[src/rtl/btn_pkg.sv]
// Shared definitions for the four-channel button conditioner: channel count and debounce FSM states.
package btn_pkg;

    localparam int NUM_BTN = 4;

    typedef enum logic [1:0] {
        IDLE        = 2'd0,
        DEB_PRESS   = 2'd1,
        PRESSED     = 2'd2,
        DEB_RELEASE = 2'd3
    } btn_state_e;

endpackage

[src/rtl/btn_debounce_ch.sv]
// One debounced button channel: level, press/release pulses, optional long-press pulse.
// Long-press detection is compiled in only when BTN_LONG_PRESS_EN is defined.
module btn_debounce_ch #(
    parameter int DEBOUNCE_CYCLES = 2_000_000,
    parameter int LONG_CYCLES     = 200_000_000
) (
    input  logic clk,
    input  logic rst,
    input  logic s,
    output logic level,
    output logic press_pulse,
    output logic release_pulse,
    output logic long_pulse
);
    import btn_pkg::*;

    localparam int CNT_W = $clog2(DEBOUNCE_CYCLES + 1);
    localparam logic [CNT_W-1:0] CNT_LAST = CNT_W'(DEBOUNCE_CYCLES - 1);

    if (DEBOUNCE_CYCLES < 2 || LONG_CYCLES < 2) begin : g_param_check
        $error("btn_debounce_ch: DEBOUNCE_CYCLES and LONG_CYCLES must be at least 2");
    end

    btn_state_e       state, state_next;
    logic [CNT_W-1:0] cnt, cnt_next;
    logic             level_next, press_next, release_next;

    always_ff @(posedge clk) begin
        if (rst) begin
            state         <= IDLE;
            cnt           <= '0;
            level         <= 1'b0;
            press_pulse   <= 1'b0;
            release_pulse <= 1'b0;
        end else begin
            state         <= state_next;
            cnt           <= cnt_next;
            level         <= level_next;
            press_pulse   <= press_next;
            release_pulse <= release_next;
        end
    end

    // A level change needs the opposite input seen on DEBOUNCE_CYCLES+1 consecutive edges.
    always_comb begin
        state_next   = state;
        cnt_next     = cnt;
        level_next   = level;
        press_next   = 1'b0;
        release_next = 1'b0;
        case (state)
            IDLE: begin
                if (s) begin
                    state_next = DEB_PRESS;
                    cnt_next   = '0;
                end
            end
            DEB_PRESS: begin
                if (!s) begin
                    state_next = IDLE;
                    cnt_next   = '0;
                end else if (cnt == CNT_LAST) begin
                    state_next = PRESSED;
                    cnt_next   = '0;
                    level_next = 1'b1;
                    press_next = 1'b1;
                end else begin
                    cnt_next = cnt + 1'b1;
                end
            end
            PRESSED: begin
                if (!s) begin
                    state_next = DEB_RELEASE;
                    cnt_next   = '0;
                end
            end
            DEB_RELEASE: begin
                if (s) begin
                    state_next = PRESSED;
                    cnt_next   = '0;
                end else if (cnt == CNT_LAST) begin
                    state_next   = IDLE;
                    cnt_next     = '0;
                    level_next   = 1'b0;
                    release_next = 1'b1;
                end else begin
                    cnt_next = cnt + 1'b1;
                end
            end
            default: begin
                state_next = IDLE;
                cnt_next   = '0;
            end
        endcase
    end

`ifdef BTN_LONG_PRESS_EN
    localparam int LONG_W = $clog2(LONG_CYCLES + 1);
    localparam logic [LONG_W-1:0] LONG_LAST = LONG_W'(LONG_CYCLES - 1);
    localparam logic [LONG_W-1:0] LONG_MAX  = LONG_W'(LONG_CYCLES);

    logic             holding;
    logic [LONG_W-1:0] long_cnt;

    assign holding = (state == PRESSED) || (state == DEB_RELEASE);

    // Counter parks at LONG_CYCLES so the pulse fires once per hold.
    always_ff @(posedge clk) begin
        if (rst) begin
            long_cnt   <= '0;
            long_pulse <= 1'b0;
        end else begin
            long_pulse <= holding && (long_cnt == LONG_LAST);
            if (!holding) begin
                long_cnt <= '0;
            end else if (long_cnt != LONG_MAX) begin
                long_cnt <= long_cnt + 1'b1;
            end
        end
    end
`else
    assign long_pulse = 1'b0;
`endif

endmodule

[src/rtl/button_conditioner.sv]
// Four-button conditioner: invert active-low inputs, 2-flop synchronize, debounce per channel.
// Define BTN_LONG_PRESS_EN to enable btn_long; otherwise btn_long is tied to 0.
module button_conditioner
    import btn_pkg::*;
#(
    parameter int DEBOUNCE_CYCLES = 2_000_000,
    parameter int LONG_CYCLES     = 200_000_000
) (
    input  logic               clk,
    input  logic               rst,
    input  logic [NUM_BTN-1:0] button,
    output logic [NUM_BTN-1:0] btn_level,
    output logic [NUM_BTN-1:0] btn_press,
    output logic [NUM_BTN-1:0] btn_release,
    output logic [NUM_BTN-1:0] btn_long
);

    logic [NUM_BTN-1:0] sync_p0, sync_p1;

    // Synchronizer: only sync_p1 feeds the channel FSMs.
    always_ff @(posedge clk) begin
        if (rst) begin
            sync_p0 <= '0;
            sync_p1 <= '0;
        end else begin
            sync_p0 <= ~button;
            sync_p1 <= sync_p0;
        end
    end

    for (genvar i = 0; i < NUM_BTN; i++) begin : g_ch
        btn_debounce_ch #(
            .DEBOUNCE_CYCLES(DEBOUNCE_CYCLES),
            .LONG_CYCLES    (LONG_CYCLES)
        ) u_ch (
            .clk          (clk),
            .rst          (rst),
            .s            (sync_p1[i]),
            .level        (btn_level[i]),
            .press_pulse  (btn_press[i]),
            .release_pulse(btn_release[i]),
            .long_pulse   (btn_long[i])
        );
    end

endmodule
[config.mk]
export PLATFORM = sky130hd
export DESIGN_NAME = button_conditioner
export DESIGN_NICKNAME = d
export VERILOG_FILES = /design/src/rtl/btn_pkg.sv /design/src/rtl/btn_debounce_ch.sv /design/src/rtl/button_conditioner.sv
export SDC_FILE = /design/constraint.sdc
export NUM_CORES = 1
export LEC_CHECK = 0
export CELL_PAD_IN_SITES_DETAIL_PLACEMENT = 0
export CELL_PAD_IN_SITES_GLOBAL_PLACEMENT = 1
export CORE_ASPECT_RATIO = 1.75
export CORE_MARGIN = 5
export CORE_UTILIZATION = 49
export DETAILED_ROUTE_END_ITERATION = 10
export PLACE_DENSITY_LB_ADDON = 0.1
export SKIP_CTS_REPAIR_TIMING = 1
export SYNTH_ARGS = -nofsm -noshare
export SYNTH_HDL_FRONTEND = slang
export SYNTH_SLANG_ARGS = --single-unit
[constraint.sdc]
create_clock -name clk -period 4.6 [get_ports clk]
set_input_delay 0.92 -clock clk [delete_from_list [all_inputs] [get_ports clk]]
set_output_delay 0.92 -clock clk [all_outputs]
set_load 0.05 [all_outputs]
* After elaboration in Yosys (flattened, before gate mapping)
Index checks and enable logic that the tools add are counted.
Word-level totals: flip-flop bits (word level) 112, bits of input ports 6, output and inout bits 16, logic and storage cells 191
Operators by class: add/subtract/negate cells 4, equality and inequality tests 48, mux-type cells 76, bitwise logic cells 13, reduce and logical (&&, ||, !) cells 28
Operators with widths (count):
- 2-to-1 mux 21 bit | 20
- case mux 21 bit (4 select lines) | 4
- adder 21 x 1 -> 21 bit (second input constant) | 4
- equality test 21 bit (second input constant) | 4
- 2-to-1 mux 2 bit | 24
- inequality test 2 bit (second input constant) | 16
- case mux 2 bit (4 select lines) | 4
- inequality test 3 x 2 -> 1 bit (second input constant) | 8
- OR reduction 3 bit | 8
- 2-to-1 mux 1 bit | 20
- AND reduction 5 bit | 4
- equality test 2 bit (second input constant) | 8
- inequality test 2 x 1 -> 1 bit (second input constant) | 8
- AND reduction 4 bit | 4
- NOT 1 bit | 12
- equality test 2 x 1 -> 1 bit (second input constant) | 4
- logical NOT 2 bit | 4
- case mux 1 bit (2 select lines) | 4
- AND reduction 2 bit | 4
- nonzero test 2 bit | 4
- NOT 4 bit | 1

* Logic depth before layout (Yosys ltp)
depth in word-level cells 4, mapped depth 8, mapped depth without buffers 7

* Hierarchy
Synthesis repeated with hierarchy kept, for this count alone.
Second synthesis, totals: cells, all modules 657, area, all modules 5667.9 sq um
Modules (own cells, without submodules):
- btn_debounce_ch at g_ch[0].u_ch ... | instances 3, cells each 161, area an instance 1370.1 sq um, sequential area each 520.5 sq um
- btn_debounce_ch at g_ch[3].u_ch | instances 1, cells each 158, area an instance 1357.6 sq um, sequential area each 520.5 sq um
- button_conditioner | instances 1, cells each 16, area an instance 200.2 sq um, sequential area each 160.2 sq um

* Worst setup path after synthesis
OpenSTA, ideal clock, no wires.
path kind in2reg, from in rst, to reg g_ch[3].u_ch.cnt[13], library setup time 87 ps, arrival time 1888 ps, data required time 4513 ps, slack 2625 ps, stages 7, buffers on the path 2, cells stage by stage inv_1 clkbuf_1 o211ai_2 buf_2 a21oi_1 o21ai_0 o31ai_1
RTL lines:
- start: declaration | RTL line button_conditioner.sv:10 | input logic rst,
- end signal: assignment | RTL line btn_debounce_ch.sv:37 | cnt <= cnt_next;
- end: declaration | RTL line btn_debounce_ch.sv:25 | logic [CNT_W-1:0] cnt, cnt_next;

* Final worst setup path
from reg g_ch[1].u_ch.level, to out btn_level[1]
RTL lines:
- start: declaration | RTL line btn_debounce_ch.sv:10 | output logic level,
- start signal: assignment | RTL line btn_debounce_ch.sv:38 | level <= level_next;
- end: declaration | RTL line button_conditioner.sv:12 | output logic [NUM_BTN-1:0] btn_level,
No word-level cell between the ends.

==> results.ini <==
[final_layout]
nFillCells = 1043
fin_util_pct = 54.10
num-nets-final = 677
stdcell_count = 802
drive_gt1_share_pct = 4.762
layout_commonest_cell = dfxtp_1
syn_to_final_growth_pct = 7.708
final_cell_mix = 112 x dfxtp_1, 79 x nand2_1, 68 x nor2_1
antennaDiodeCount = 0

[sta]
max_slew.worst_pin.slew_ns = 0.8029
max_freq_mhz = 401.2
setup_viol = 0
fin_ws_ns = 2.108
finalCriticalPeriod_ns = 2.492
fin_crit_sh_pct = 54.18
relSlewSlack_pct = 46.27
tns_ns = 0
finClkSkew_ns = 0.004970
hold_violations = 0
drv_slew = 0
rsz0062_at_grt = false

[die]
fp.coreArea_sq_um = 10760
ios = 22
die_w_microns = 89.40
dieArea_sq_um = 13310
rows = 50
die-height_microns = 148.9
start_util_pct = 50.23

[synthesis]
synth_cells = 676
synth_ff_type = dfxtp_1
yosys_register_bits = 112
syn_avg_cell_area_sq_um = 7.996
synthDistinctLibCells = 62
async_flop_share_pct = 0
ys_seq_area_share_pct = 41.48
synth_edf_count = 0
yosysWarnings = 0
syn-cell-area_sq_um = 5405

[critical_path]
crit_arrival_ns = 1.57
start_kind = register
critPathRequiredTime_ns = 3.68
end_kind = primary output
critPathBufInv = 1
critical_path.top_delay_family = buffers and inverters
slowest_delay_ns = 0.84
slowest_stage = clkdlybuf4s50_1
r2r_slack_ns = 2.26
crit_fanout = 3
path_cells = clkdlybuf4s50_1
critical_path_class = reg2out

[global_routing]
grt_pass1_vias = 4341
grt.total_usage_pct = 18.00
grt_start_max_net_pins = 49
grt_pass1_wl_microns = 19470
overflow = 0
grt_antenna_before_repair = 0

[drt]
drt-wirelength-per-cell_microns = 14.30
via_per_inst = 5.789
drcViolationCount = 0
drtIter0Drc = 170
ant_nets = 0
routed_wl_microns = 11470
first_pass_iters = 4
dr_total_vias = 4643

[cts]
cts_made_buffers = 9
cts_buffer_depth = 2
clkLatencyLatePin_ns = 0.35
cts_tree = yes
numClockSinks = 112
htreeDepth = 3
clk_pin_slew_ns = 0.07
clock-root-buffer = clkbuf_16

[placement]
dp_cells = 786
preCtsSetupSlack_ns = 2.108
place.gp.congestion = 0.8122
dp_hpwl_microns = 8158
port_buffers = 17

[run_status]
run_status = finished, final reports clean

[run]
cap_violations = 0

[power]
peakVddDrop_v = 0.0002357
p_leak_nw = 2.020
power.density_nw_per_um2 = 314.1

[min_path]
hold_path_class = reg2reg

## cell families (layout without fill, tap and decap cells)
family | after synthesis | after routing | share of synthesized area (%)
compound gates | 184 | 184 | 20.39
xor+xnor | 19 | 19 | 3.079
fa+ha+maj | 4 | 4 | 0.9260
buf+inv | 57 | 50 | 5.532
flops | 112 | 112 | 41.48
mux | 8 | 8 | 1.482
other cells | 1 | 4 | 0.06938
simple gates | 291 | 291 | 27.04
## report_power, final
group | internal, W | switching, W
registers | 0.000980 | 0.0000103
clock network | 0.000412 | 0.000342
logic | 0.0000257 | 0.0000592
total | 0.00142 | 0.000411
## cells in the mapped netlist (15+ instances only)
cell	n	share of area (%)
nand3_1	38	3.5
dfxtp_1	112	41
nor2_1	68	4.7
clkbuf_1	18	1.2
buf_4	16	2.2
nand4_1	15	1.7
o21ai_0	61	5.6
a21oi_1	43	4.0
o31ai_1	17	2.4
and3_1	17	2.0
a31oi_1	35	4.1
nand2_1	79	5.5
## area by class of cell
class | instances | area [sq um] | share of cell area [%]
Clock buffer | 14 | 274.0 | 4.707
Tap cell | 130 | 162.7 | 2.794
Inverter | 12 | 45.04 | 0.7737
Timing Repair Buffer | 22 | 202.7 | 3.482
Clock inverter | 2 | 12.51 | 0.2149
Multi-Input combinational cell | 510 | 2883 | 49.52
Sequential cell | 112 | 2242 | 38.51
## routing by layer
layer	share of wire, %	GRT usage (%)	up-vias
met2	51	31.61	39
met1	45	21.78	2187
li1	-	-	2404
met4	1.5	6.408	0
met5	0	0	-
met3	2.2	2.598	13
## metrics by stage
| step | power [W] | area, sq um | hold slack, ns |
|---|---|---|---|
| 2_1_floorplan | 0.001078 | 5416 | 0.4138 |
| 3_3_place_gp | 0.001096 | 5535 | 0.4158 |
| 3_5_place_dp | 0.001098 | 5535 | 0.4287 |
| 4_1_cts | 0.001849 | 5822 | 0.4454 |
| 5_1_grt | 0.001902 | 5822 | 0.4659 |
| 6_report | 0.001829 | 5822 | 0.4430 |
## worst reg2reg max path: stages, from the launching register on
cell and delay, ns:
dfxtp_1 0.43, ha_1 0.30, and2_1 0.20, nand4_1 0.17, o21ai_1 0.35, nor2_1 0.28, and3_1 0.26, a221o_1 0.24
## state kept, by name (all words and copies together) (netlist names), named ones only
| register | count |
|---|---|
| g_ch.u_ch.cnt | 84 |
| g_ch.u_ch.level | 4 |
| g_ch.u_ch.press_pulse | 4 |
| g_ch.u_ch.release_pulse | 4 |
| g_ch.u_ch.state | 4 |
| sync_p0 | 4 |
| sync_p1 | 4 |
## path summary, 6_finish.rpt
check / depth (start not counted) / endpoint / start
setup / recovery: 1 / btn_level[1] / g_ch[1].u_ch.level
hold reg to reg: 1 / sync_p1[1] / sync_p0[1]
setup reg to reg: 7 / g_ch[3].u_ch.cnt[11] / g_ch[3].u_ch.cnt[0]
hold / removal: 1 / sync_p1[1] / sync_p0[1]
(Power assumes the default switching activity.)
